## config.mk

```make
export PLATFORM = sky130hd
export DESIGN_NAME = pim_exec_scheduler
export DESIGN_NICKNAME = d
export VERILOG_FILES = /design/src/rtl/peri_pkg.sv /design/src/rtl/pim_rr_arbiter.sv /design/src/rtl/pim_exec_scheduler.sv
export SDC_FILE = /design/constraint.sdc
export NUM_CORES = 1
export LEC_CHECK = 0
export CORE_MARGIN = 4
export CORE_UTILIZATION = 35
export CTS_CLUSTER_SIZE = 10
export DETAILED_ROUTE_END_ITERATION = 7
export GPL_ROUTABILITY_DRIVEN = 0
export MAX_ROUTING_LAYER = met4
export PLACE_DENSITY = 0.84
export SYNTH_ARGS = -nofsm -noshare
export SYNTH_HDL_FRONTEND = slang
export SYNTH_SLANG_ARGS = --single-unit
```

## constraint.sdc

```tcl
create_clock -name clk_i -period 1.9 [get_ports clk_i]
set_input_delay 0.285 -clock clk_i [delete_from_list [all_inputs] [get_ports clk_i]]
set_output_delay 0.285 -clock clk_i [all_outputs]
set_load 0.1 [all_outputs]
```

## src/rtl/peri_pkg.sv

```systemverilog
// Shared types and helpers for the PIM execution scheduler.
// Holds the mode/state enums and the mode-to-length mapping.
package peri_pkg;

  localparam int EXEC_LEN_W = 4;

  typedef enum logic [2:0] {
    MODE_READ  = 3'd1,
    MODE_PROG  = 3'd2,
    MODE_ERASE = 3'd3,
    MODE_COMP  = 3'd4,
    MODE_LOAD  = 3'd5
  } pim_mode_e;

  typedef enum logic [2:0] {
    ST_IDLE  = 3'd0,
    ST_EXEC  = 3'd1,
    ST_DONE  = 3'd2,
    ST_ABORT = 3'd3,
    ST_ERR   = 3'd4
  } sched_state_e;

  function automatic logic mode_legal(input logic [2:0] mode);
    return (mode >= 3'd1) && (mode <= 3'd5);
  endfunction

  // Returns the final exec_cnt index (LEN-1) so it fits the 4-bit counter.
  function automatic logic [EXEC_LEN_W-1:0] exec_last(
    input logic [2:0] mode,
    input int len_read, input int len_prog, input int len_erase,
    input int len_comp, input int len_load
  );
    int len;
    case (mode)
      MODE_READ:  len = len_read;
      MODE_PROG:  len = len_prog;
      MODE_ERASE: len = len_erase;
      MODE_COMP:  len = len_comp;
      MODE_LOAD:  len = len_load;
      default:    len = 1;
    endcase
    return EXEC_LEN_W'(len - 1);
  endfunction

endpackage

```

## src/rtl/pim_rr_arbiter.sv

```systemverilog
// Two-way round-robin arbiter; rr_ptr names the requester favoured on a tie
// and flips to the loser after every grant.
module pim_rr_arbiter (
  input  logic       clk_i,
  input  logic       rst_ni,
  input  logic [1:0] req_valid_i,
  input  logic       enable_i,
  output logic [1:0] grant_o,
  output logic       gnt_valid_o,
  output logic       gnt_idx_o
);

  logic rr_ptr;

  always_comb begin
    gnt_valid_o = enable_i & (|req_valid_i);
    gnt_idx_o   = (req_valid_i == 2'b11) ? rr_ptr : req_valid_i[1];
    grant_o     = 2'b00;
    if (gnt_valid_o) grant_o = gnt_idx_o ? 2'b10 : 2'b01;
  end

  always_ff @(posedge clk_i or negedge rst_ni) begin
    if (!rst_ni) rr_ptr <= 1'b0;
    else if (gnt_valid_o) rr_ptr <= ~gnt_idx_o;
  end

endmodule

```

## src/rtl/pim_exec_scheduler.sv

```systemverilog
// Arbitrates two requesters onto the eFlash PIM datapath and sequences execution.
// Optional per-requester success counters: define PIM_SCHED_STATS_EN.
module pim_exec_scheduler
  import peri_pkg::*;
#(
  parameter int LEN_READ  = 8,
  parameter int LEN_PROG  = 12,
  parameter int LEN_ERASE = 14,
  parameter int LEN_COMP  = 10,
  parameter int LEN_LOAD  = 4
) (
  input  logic       clk_i,
  input  logic       rst_ni,
  input  logic [1:0] req_valid_i,
  output logic [1:0] req_ready_o,
  input  logic [2:0] req0_mode_i,
  input  logic [2:0] req1_mode_i,
  input  logic [6:0] req0_row_i,
  input  logic [6:0] req1_row_i,
  input  logic [8:0] req0_col_i,
  input  logic [8:0] req1_col_i,
  input  logic       abort_i,
  output logic       pim_en_o,
  output logic [2:0] pim_mode_o,
  output logic [3:0] exec_cnt_o,
  output logic [6:0] row_addr7_o,
  output logic [8:0] col_addr9_o,
  output logic       busy_o,
  output logic [1:0] done_o,
  output logic       err_o
`ifdef PIM_SCHED_STATS_EN
  ,
  output logic [15:0] stat_ops0_o,
  output logic [15:0] stat_ops1_o
`endif
);

  sched_state_e state_q, state_d;
  logic [2:0] mode_q;
  logic [6:0] row_q;
  logic [8:0] col_q;
  logic       gnt_q;
  logic [EXEC_LEN_W-1:0] cnt_q;
  logic [EXEC_LEN_W-1:0] last_idx;
  logic       gnt_valid, gnt_idx;
  logic [2:0] sel_mode;
  logic       finishing;

  pim_rr_arbiter u_arb (
    .clk_i       (clk_i),
    .rst_ni      (rst_ni),
    .req_valid_i (req_valid_i),
    .enable_i    (state_q == ST_IDLE),
    .grant_o     (req_ready_o),
    .gnt_valid_o (gnt_valid),
    .gnt_idx_o   (gnt_idx)
  );

  assign sel_mode = gnt_idx ? req1_mode_i : req0_mode_i;
  assign last_idx = exec_last(mode_q, LEN_READ, LEN_PROG, LEN_ERASE, LEN_COMP, LEN_LOAD);

  // Abort is only honoured before the final exec cycle.
  always_comb begin
    state_d   = state_q;
    pim_en_o  = 1'b0;
    finishing = 1'b0;
    err_o     = 1'b0;
    case (state_q)
      ST_IDLE: if (gnt_valid) state_d = mode_legal(sel_mode) ? ST_EXEC : ST_ERR;
      ST_EXEC: begin
        pim_en_o = 1'b1;
        if (cnt_q == last_idx) state_d = ST_DONE;
        else if (abort_i) state_d = ST_ABORT;
      end
      ST_DONE: begin
        finishing = 1'b1;
        state_d   = ST_IDLE;
      end
      ST_ABORT, ST_ERR: begin
        finishing = 1'b1;
        err_o     = 1'b1;
        state_d   = ST_IDLE;
      end
      default: state_d = ST_IDLE;
    endcase
  end

  always_ff @(posedge clk_i or negedge rst_ni) begin
    if (!rst_ni) begin
      state_q <= ST_IDLE;
      mode_q  <= '0;
      row_q   <= '0;
      col_q   <= '0;
      gnt_q   <= 1'b0;
      cnt_q   <= '0;
    end else begin
      state_q <= state_d;
      if (gnt_valid) begin
        gnt_q  <= gnt_idx;
        mode_q <= sel_mode;
        row_q  <= gnt_idx ? req1_row_i : req0_row_i;
        col_q  <= gnt_idx ? req1_col_i : req0_col_i;
      end
      if (state_q == ST_EXEC && state_d == ST_EXEC) cnt_q <= cnt_q + 1'b1;
      else cnt_q <= '0;
    end
  end

  assign done_o      = finishing ? (gnt_q ? 2'b10 : 2'b01) : 2'b00;
  assign busy_o      = (state_q != ST_IDLE);
  assign exec_cnt_o  = cnt_q;
  assign pim_mode_o  = mode_q;
  assign row_addr7_o = row_q;
  assign col_addr9_o = col_q;

`ifdef PIM_SCHED_STATS_EN
  logic [15:0] ops0_q, ops1_q;

  // Only clean completions count; counters stick at all-ones.
  always_ff @(posedge clk_i or negedge rst_ni) begin
    if (!rst_ni) begin
      ops0_q <= '0;
      ops1_q <= '0;
    end else if (state_q == ST_DONE) begin
      if (!gnt_q && ops0_q != 16'hFFFF) ops0_q <= ops0_q + 16'd1;
      if (gnt_q && ops1_q != 16'hFFFF) ops1_q <= ops1_q + 16'd1;
    end
  end

  assign stat_ops0_o = ops0_q;
  assign stat_ops1_o = ops1_q;
`endif

endmodule

```

# Word-level counts from Yosys, hierarchy flattened
# Cells that the tools add are included.
# Widths: inputs -> output; s select.
[totals] wordCells=50 reg_bits=28 output_inout_bits=30 input_bits=43
[classes] addsub=2 n_eq_ne=12 n_lt_le_gt_ge=2 n_mux=18 reduce_logical=7 bitwise_logic=2
[op_table] cell="$pmux 4 s5" n=1
[op_table] cell="$mux 3" n=5
[op_table] cell="$eq 3x2->1 const B" n=4
[op_table] cell="$eq 3x1->1 const B" n=3
[op_table] cell="$eq 3x3->1 const B" n=3
[op_table] cell="$mux 9" n=1
[op_table] cell="$mux 2" n=4
[op_table] cell="$mux 7" n=1
[op_table] cell="$pmux 3 s2" n=1
[op_table] cell="$add 4x1->4 const B" n=1
[op_table] cell="$eq 4x4->1" n=1
[op_table] cell="$mux 1" n=4
[op_table] cell="$mux 4" n=1
[op_table] cell="$reduce_or 2->1" n=2
[op_table] cell="$sub 4x2->4 const B" n=1
[op_table] cell="$ge 3x1->1 const B" n=1
[op_table] cell="$le 3x3->1 const B" n=1
[op_table] cell="$logic_not 3->1" n=1
[op_table] cell="$reduce_bool 3->1" n=1
[op_table] cell="$reduce_or 3->1" n=1
[op_table] cell="$eq 2x2->1 const B" n=1
[op_table] cell="$logic_and 1x1->1" n=2
[op_table] cell="$and 1x1->1" n=1
[op_table] cell="$not 1->1" n=1

# Longest topological paths before layout
# Gate-level depths: netlist of the first run.
[depth] depth_word=11 ltp_mapped=8

# Hierarchy
# A second synthesis of the first run with hierarchy kept.
[unflattened] hier_cells=148 hier_area_um2=1461.4
[modules_own_cells] mod="pim_exec_scheduler" area_each_um2=1390.1 n_inst=1 cells_per_inst=139
[modules_own_cells] mod="pim_rr_arbiter" area_each_um2=71.3 n_inst=1 cells_per_inst=9

# Worst setup path before layout of the first run
# No wires, ideal clock.
[synth_timing] path_kind="flip-flop to flip-flop" start="reg mode_q[2] (netlist: pim_mode_o[2])" end="reg state_q[0]" t_required_ns=1.757 path_stages_with_launch=9 slack_ns=-0.781 setup_time_ns=0.143 period_less_slack_ns=2.681 t_arrival_ns=2.538 cell_sequence="dfrtp_1 -> inv_1 -> ha_1 -> nor2b_1 -> o31a_1 -> o22ai_1 -> xor2_1 -> nor3_2 -> o22ai_1"
[synth_between] elab_chain_len=6 elab_cells_between_ends=10
[synth_rtl] item="start: declaration" line_no="pim_exec_scheduler.sv:39" source="logic [2:0] mode_q;"
[synth_rtl] item="start signal: assignment" line_no="pim_exec_scheduler.sv:100" source="mode_q <= sel_mode;"
[synth_rtl] item="$eq 3x3->1, or another cell as far along" line_no="peri_pkg.sv:34" source="case (mode)"
[synth_rtl] item="$pmux 4 s5 (*)" line_no="peri_pkg.sv:34"
[synth_rtl] item="$sub 4x2->4 (*)" line_no="peri_pkg.sv:42" source="return EXEC_LEN_W'(len - 1);"
[synth_rtl] item="$eq 4x4->1 (*)" line_no="pim_exec_scheduler.sv:72" source="if (cnt_q == last_idx) state_d = ST_DONE;"
[synth_rtl] item="$mux 3 (*)" line_no="pim_exec_scheduler.sv:72"
[synth_rtl] item="$pmux 3 s2 (*)" line_no="pim_exec_scheduler.sv:68" source="case (state_q)"
[synth_rtl] item="named net state_d[0]" line_no="pim_exec_scheduler.sv:38" source="sched_state_e state_q, state_d;"
[synth_rtl] item="end signal: assignment" line_no="pim_exec_scheduler.sv:97" source="state_q <= state_d;"
[synth_rtl] item="end: declaration" line_no="pim_exec_scheduler.sv:38"
# The timed path passes the listed nets; every way through them passes the cells marked *.
# A chain may end at the register's enable or synchronous reset.

# Worst setup path in the final report of the first run
[layout_timing] start="reg state_q[0]" end="out req_ready_o[0]"
[layout_between] elab_chain_len=3
[layout_rtl] item="$logic_not 3->1" line_no="pim_exec_scheduler.sv:53" source=".enable_i (state_q == ST_IDLE),"
[layout_rtl] item="$and 1x1->1" line_no="pim_rr_arbiter.sv:16" source="gnt_valid_o = enable_i & (|req_valid_i);"
[layout_rtl] item="$mux 2" line_no="pim_rr_arbiter.sv:19" source="if (gnt_valid_o) grant_o = gnt_idx_o ? 2'b10 : 2'b01;"
[layout_rtl] item="end: declaration" line_no="pim_exec_scheduler.sv:15" source="output logic [1:0] req_ready_o,"
# Every way passes these cells.

==> summary.md, run 1 <==
| Metric | Value |
|---|---|
| Core Util, Final | 67.9% |
| Reg2Reg Setup Slack | -0.03 ns |
| Critical Path Start | state_q[0] |
| I/O Buffers | 72 |
| Worst endpoint required time | 1.62 ns |
| Dominant cell type by area after synthesis | dfrtp_1 |
| Clk slew on worst S/H paths | 0.10 ns |
| Type of the worst setup path | reg2out |
| Synth Cell Area | 1410 um2 |
| Setup_tns | -0.153 ns |
| CP Buf/Inv Count | 2 |
| First-pass GRT wire length | 6690 um |
| Cell Rows | 22 |
| Outcome | finished with violations |
| Detailed Route WL | 4170 um |
| Die W | 71.6 um |
| CTS tree | yes |
| Placed cell area | 2370 um2 |
| Mapped Nets | 176 |
| RSZ-0062 raised after global routing | yes |
| Syn avg cell area | 10.8 um2 |
| Routed via count | 1378 |
| HP Class | in2async |
| Sink Count | 28 |
| Seq cells post-synth | 28 |
| Largest cells by area after synthesis | dfrtp_1 50%, a222oi_1 11%, inv_1 5.6% |
| Die ar. | 5120 um2 |
| Initial antenna violation count | 0 |
| Pre-antenna DRT Iters | 5 |
| Io pins | 73 |
| Worst Tran Pin Value | 0.375 ns |
| DRT iter0 DRCs | 101 |
| Fmax | 0.509 GHz |
| Share of cells above drive strength 1 | 35.4% |
| Placed wire-length estimate | 3100 um |
| Post-synth top cells | 28 x dfrtp_1, 21 x inv_1, 16 x a222oi_1 |
| Max-Cap Viols | 0 |
| Synth Flop Type | dfrtp_1 |
| Fillers | 298 |
| Final Skew | 0.00342 ns |
| Vias in the first global route | 1489 |
| Reg2reg start | pim_mode_o[2] |
| Hold_ws | 0.381 ns |
| Initial Util | 37.5% |
| Final setup fails | 6 |
| Largest net degree at the start of global routing | 29 |
| CP Cell Sequence | or3_4 > o21bai_4 > nor2b_4 > buf_12 > buf_16 |
| Worst Slack Setup Final | -0.0630 ns |
| Worst path max stage delay | 0.43 ns |
| Drc violations | 0 |
| Post-synth EDFFs | 0 |
| Final instance area | 2560 um2 |
| Area growth syn-to-layout | 81.2% |
| Synth async-reset ratio | 100% |
| Diode count | 0 |
| Synth top area share | 49.6% |
| Most numerous cell in the Yosys netlist | dfrtp_1 |
| Synth cell types | 37 |
| Yosys warning count | 0 |
| Layout Nets | 269 |
| Crit path max fanout | 4 |
| Global route total overflow | 0 |
| Top delay family on crit path | simple AND/OR/NAND/NOR gates |
| Clock latency on the worst-skew pair | 0.27 ns |
| Die Height | 71.6 um |
| Crit path arrival time | 1.68 ns |
| Core Box Area | 3770 um2 |
| Vias/cell | 5.08 |
| Avg WL per Cell | 15.4 um |
| Failing checks | setup timing |
| Final Hold Fails | 0 |
| Final ANT Viol Nets | 0 |
| Post-layout minimum cycle time | 1.96 ns |
| Multi-input gate area | 673 um2 |
| Htree depth | 1 |
| CP max stage cell | dfrtp_1 |
| Max Slew Vio Count | 0 |
| Register area | 709 um2 |
| Bufs on Longest Clock Path | 2 |
| Post-Syn Instances | 131 |
| Crit start category | register |
| Slew HR | 75.0% |
| Final period util | 103% |
| Sequential element share of the synthesized area | 49.6% |
| CTS Buf Count | 3 |
| Worst setup EP type | primary output |
| CTS root buffer | clkbuf_8 |
| Tot GR Track Use | 16.3% |
-- area by class of cell --
| cell class | instances | share of cell area (%) |
|---|---|---|
| clock buffers | 3 | 1.61 |
| well taps | 48 | 2.34 |
| clock inverters | 1 | 1.17 |
| flip-flops and latches | 28 | 27.7 |
| multi-input cells | 76 | 26.3 |
| repair buffers | 94 | 37.8 |
| inverters | 21 | 3.08 |
-- timing repair --
| item | 4_1_cts | 5_1_grt |
|---|---|---|
| buffers inserted | 6 | 2 |
| endpoints found under the setup margin | 7 | 25 |
| hold buffers | 0 | 0 |
| resized for setup | 6 | 8 |
| pin swaps | 7 | 6 |
-- kinds of logic (layout without fill, tap and decap cells) --
kind of cell | Yosys count | in the layout | synth area share, %
AOI/OAI and AO/OA | 36 | 36 | 21.1
muxes | 3 | 3 | 2.12
xor gates and xnor gates | 5 | 5 | 3.10
DFF | 28 | 28 | 49.6
adders and majority gates | 2 | 2 | 1.77
buffers and inverters | 27 | 119 | 8.67
and+or+nand+nor | 30 | 30 | 13.7
-- worst reg2reg max path: cells and delay by family, from the launching register on --
family | cells | cell delay [ns]
simple gates | 2 | 0.40
buf+inv | 1 | 0.07
xor+xnor | 1 | 0.11
flops | 1 | 0.49
fa+ha+maj | 1 | 0.19
compound gates | 3 | 0.62
-- per-layer routing --
metal	wire length, um	vias up	track usage [%]
li1	-	662	-
met1	1610	674	17.7
met2	2260	40	30.1
met3	284	2	4.63
met4	11	0	2.30
met5	0	-	-
-- per-stage QoR --
stage	cells	worst slack (ns)
2_1_floorplan	131	-0.208
3_3_place_gp	261	-0.0379
3_5_place_dp	261	-0.0922
4_1_cts	270	-0.0856
5_1_grt	271	-0.151
6_report	271	-0.0630
-- flip-flops by register name, summed over array words and instances (netlist names) --
name and flops:
row_addr7_o 7, u_arb.rr_ptr 1, gnt_q 1, exec_cnt_o 4, state_q 3, pim_mode_o 3
col_addr9_o 9
-- worst paths after layout --
| path | endpoint | cells after the start |
|---|---|---|
| setup / recovery | req_ready_o[0] | 5 |
| hold / removal | col_addr9_o[3] | 2 |
| setup reg to reg | state_q[1] | 8 |
| hold reg to reg | row_addr7_o[2] | 2 |
| max in group asynchronous | pim_mode_o[1] | 2 |
| min in group clk_i | row_addr7_o[2] | 2 |
-- layout by cell type (no fill, tap or decap), types with 2 or more instances in the layout --
cell type	netlist	final
clkdlybuf4s50_1	0	42
buf_4	1	40
dfrtp_1	28	25
inv_1	21	20
a222oi_1	16	16
buf_12	0	11
nand2_1	5	5
a21oi_1	4	4
mux2i_1	3	3
xnor2_1	3	3
nor3b_2	1	3
nor2b_1	6	3
o21ai_0	4	3
clkbuf_8	0	3
nand3_1	2	2
nand2b_1	2	2
o21ai_1	1	2
nor2b_4	0	2
nor4_2	0	2
nor2_2	1	2
a21o_1	2	2
dfrtp_4	0	2
Power of run 1 is not shown: default switching activity piles up to over one toggle a cycle in this logic, so the estimate is an artifact.
==> inputs of run 2 (changes only) <==
--- a/config.mk
+++ b/config.mk
@@ -5,13 +5,14 @@
 export SDC_FILE = /design/constraint.sdc
 export NUM_CORES = 1
 export LEC_CHECK = 0
-export CORE_MARGIN = 4
-export CORE_UTILIZATION = 35
+export CELL_PAD_IN_SITES_DETAIL_PLACEMENT = 2
+export CELL_PAD_IN_SITES_GLOBAL_PLACEMENT = 2
+export CORE_UTILIZATION = 20
 export CTS_CLUSTER_SIZE = 10
 export DETAILED_ROUTE_END_ITERATION = 7
 export GPL_ROUTABILITY_DRIVEN = 0
 export MAX_ROUTING_LAYER = met4
-export PLACE_DENSITY = 0.84
+export PLACE_DENSITY = 0.83
 export SYNTH_ARGS = -nofsm -noshare
 export SYNTH_HDL_FRONTEND = slang
 export SYNTH_SLANG_ARGS = --single-unit
==> summary.md, run 2 (synthesized netlist as in run 1, its figures left out) <==
| Metric | Value |
|---|---|
| Avg WL per Cell | 15.7 um |
| Type of the worst setup path | reg2reg |
| Placed wire-length estimate | 3890 um |
| Final Skew | 0.00409 ns |
| Largest net degree at the start of global routing | 27 |
| Slew HR | 67.4% |
| Initial Util | 20.8% |
| Tot GR Track Use | 14.6% |
| Final Hold Fails | 0 |
| Core Box Area | 6790 um2 |
| Max-Cap Viols | 0 |
| Final setup fails | 7 |
| Final ANT Viol Nets | 0 |
| Reg2reg start | pim_mode_o[1] |
| Reg2Reg Setup Slack | -0.12 ns |
| Global route total overflow | 0 |
| HP Class | in2async |
| Most frequent cells in the layout | 42 x clkdlybuf4s50_1, 36 x buf_4, 25 x dfrtp_1, 20 x inv_1, 16 x a222oi_1 |
| DRT iter0 DRCs | 56 |
| Bufs on Longest Clock Path | 2 |
| Diode count | 0 |
| Commonest non-fill, non-tap cell in the layout | clkdlybuf4s50_1 |
| Die W | 86.1 um |
| Area growth syn-to-layout | 81.2% |
| Routed via count | 1406 |
| Die Height | 86.1 um |
| I/O Buffers | 72 |
| Cell Rows | 30 |
| Drc violations | 0 |
| Share of cells above drive strength 1 | 32.1% |
| CTS root buffer | clkbuf_8 |
| CTS Buf Count | 3 |
| Fillers | 731 |
| Fmax | 0.496 GHz |
| Detailed Route WL | 4980 um |
| Worst reg2reg path depth | 7 |
| Layout Nets | 267 |
| Hold_buf cts | 0 |
| FF-to-FF End | exec_cnt_o[1] |
| First-pass GRT wire length | 8200 um |
| Crit start category | register |
| Sink Count | 28 |
| Vias/cell | 4.44 |
| Clock latency on the worst-skew pair | 0.27 ns |
| Worst Tran Pin Value | 0.488 ns |
| Max Slew Vio Count | 0 |
| Final period util | 106% |
| Worst Slack Setup Final | -0.116 ns |
| RSZ-0062 raised after global routing | yes |
| Crit path arrival time | 2.19 ns |
| Failing checks | setup timing |
| Final instance area | 2560 um2 |
| Worst setup EP type | register |
| Clk slew on worst S/H paths | 0.10 ns |
| Outcome | finished with violations |
| Die ar. | 7410 um2 |
| Htree depth | 1 |
| Worst endpoint required time | 2.08 ns |
| CTS tree | yes |
| Placed cell area | 2420 um2 |
| Post-layout minimum cycle time | 2.02 ns |
| Crit path max fanout | 6 |
| Max reg flops | 9 |
| Initial antenna violation count | 0 |
| Io pins | 73 |
| Vias in the first global route | 1651 |
| Pre-antenna DRT Iters | 4 |
-- run 2: layout make-up --
type / count / area (um2) / share of cell area (%)
sequential: 28 / 709 / 27.7
multi-input combinational: 76 / 654 / 25.5
timing repair buffer: 92 / 953 / 37.2
inverter: 21 / 78.8 / 3.08
tap: 96 / 120 / 4.69
clock buffer: 4 / 45.0 / 1.76
-- run 2: timing repair --
action	CTS	global route
pin swaps	5	5
setup buffers	6	0
setup endpoints to repair	8	14
gates cloned	0	0
resized for setup	8	2
-- run 2: stage by stage --
| step | hold WS [ns] | cells | setup WS, ns | utilization, % | TNS, ns |
|---|---|---|---|---|---|
| after CTS | 0.347 | 317 | -0.179 | 37.5 | -0.702 |
| after floorplan | -0.0106 | 131 | -0.208 | - | -1.04 |
| after global placement | 0.501 | 307 | -0.162 | 35.6 | -1.23 |
| final | 0.329 | 317 | -0.116 | 37.7 | -0.531 |
| after detailed placement | 0.517 | 307 | -0.261 | 35.6 | -3.02 |
| after global routing | 0.361 | 317 | -0.215 | 37.7 | -1.32 |
-- run 2: worst max-delay path: stages, from the launching register on --
cell and delay [ns]:
dfrtp_4 0.50, ha_4 0.25, nor2b_1 0.12, o31a_1 0.26
o22ai_2 0.21, xor2_2 0.20, nor3_4 0.09, nor4b_2 0.28
-- run 2: metal layers --
metal | global-route usage (%) | part of all wire, %
met5 | - | 0
met1 | 15.8 | 39
met4 | 2.73 | 0.36
met3 | 1.92 | 4.3
met2 | 28.4 | 56
-- run 2: how the worst max path moves through the flow --
stage / from / end
2_1_floorplan: pim_mode_o[2] / state_q[0]
3_3_place_gp: pim_mode_o[1] / state_q[0]
3_5_place_dp: pim_mode_o[1] / state_q[0]
4_1_cts: pim_mode_o[1] / exec_cnt_o[1]
5_1_grt: pim_mode_o[1] / exec_cnt_o[1]
6_report: pim_mode_o[1] / exec_cnt_o[1]
Power of run 2 is left out for the same reason.
==> variant: new RTL, config.mk and constraints of run 2 <==
The option `PIM_SCHED_STATS_EN` is turned on by a define.
--- a/src/rtl/pim_exec_scheduler.sv
+++ b/src/rtl/pim_exec_scheduler.sv
@@ -1,4 +1,6 @@
 // Arbitrates two requesters onto the eFlash PIM datapath and sequences execution.
 // Optional per-requester success counters: define PIM_SCHED_STATS_EN.
+`define PIM_SCHED_STATS_EN
+
 module pim_exec_scheduler
   import peri_pkg::*;
Function (old outputs only; new: stat_ops0_o and stat_ops1_o): kept (equiv_simple and equiv_induct, registers matched by name and starting in step).
==> variant against run 2 <==
Synthesized cell count increased by 120%; the run still ends with setup timing left; cell area grew 98%; sequential cell count up 32; area after synthesis grew 120%; wire length increased by 110%; setup slack better by 14 ps.
==> variant: results <==
[timing]
fin_worst_skew_ps = 8.66
max_slew_margin = 0.571
whs_ps = 464
worst_slack_ps = -102
setup_viol = 6

[placed_design]
dpl.cell_count = 592
dpl.hpwl_um = 7930
pre_cts_ws_ps = -63.9

[status]
violations = setup timing
status = finished, violations left

[critical_path]
crit_end = req_ready_o[1]
crit_start = state_q[1]
reg2reg_depth = 6
critPathSlowestCell = dfrtp_2
crit_family = simple AND/OR/NAND/NOR gates

[yosys]
ys_top_cells_by_area = dfrtp_1 49%, a221o_1 5.2%, xor2_1 4.2%, xnor2_1 4.0%, and2_0 3.2%
synthMuxAreaShare = 0.0360
synthTopCellsByCount = 60 x dfrtp_1, 16 x a221o_1, 16 x and2_0, 16 x nor2_1, 16 x nor3_1
synth_cell_types = 47
synth_nets = 337
syn_area_per_cell_um2 = 10.6
synthAdderAreaFrac = 0.0121

[finish]
final_cells = 619

[clock_tree]
clk_latency_ps = 330
cts_root_buf = clkbuf_16
htreeDepth = 3

[grt]
grt_pass1_wl_um = 16800
variant: cell types whose count changed in the layout (fill, tap and decap cells not counted), sizes merged, moves of 11 or more:
cell | before | now
a221o | 0 | 16
a222oi | 16 | 0
and2 | 0 | 19
buf | 50 | 92
dfrtp | 28 | 60
inv | 21 | 4
nand3 | 2 | 14
nor2 | 4 | 17
nor3 | 1 | 16
xnor2 | 3 | 14
xor2 | 2 | 15
variant: final cells by class:
cell class,count,area (um^2),area share
inverter,4,15.0,0.00295
clock buffer,11,243,0.0478
sequential,60,1570,0.308
multi-input combinational,217,1650,0.325
timing repair buffer,134,1340,0.264
tap,188,235,0.0463
clock inverter,5,27.5,0.00542
variant: routing by layer:
layer,part of all wire,track usage,wire length [um]
met5,0,-,0
met4,0.011,0.0446,108
met3,0.039,0.0333,394
met2,0.55,0.251,5590
met1,0.40,0.150,4140
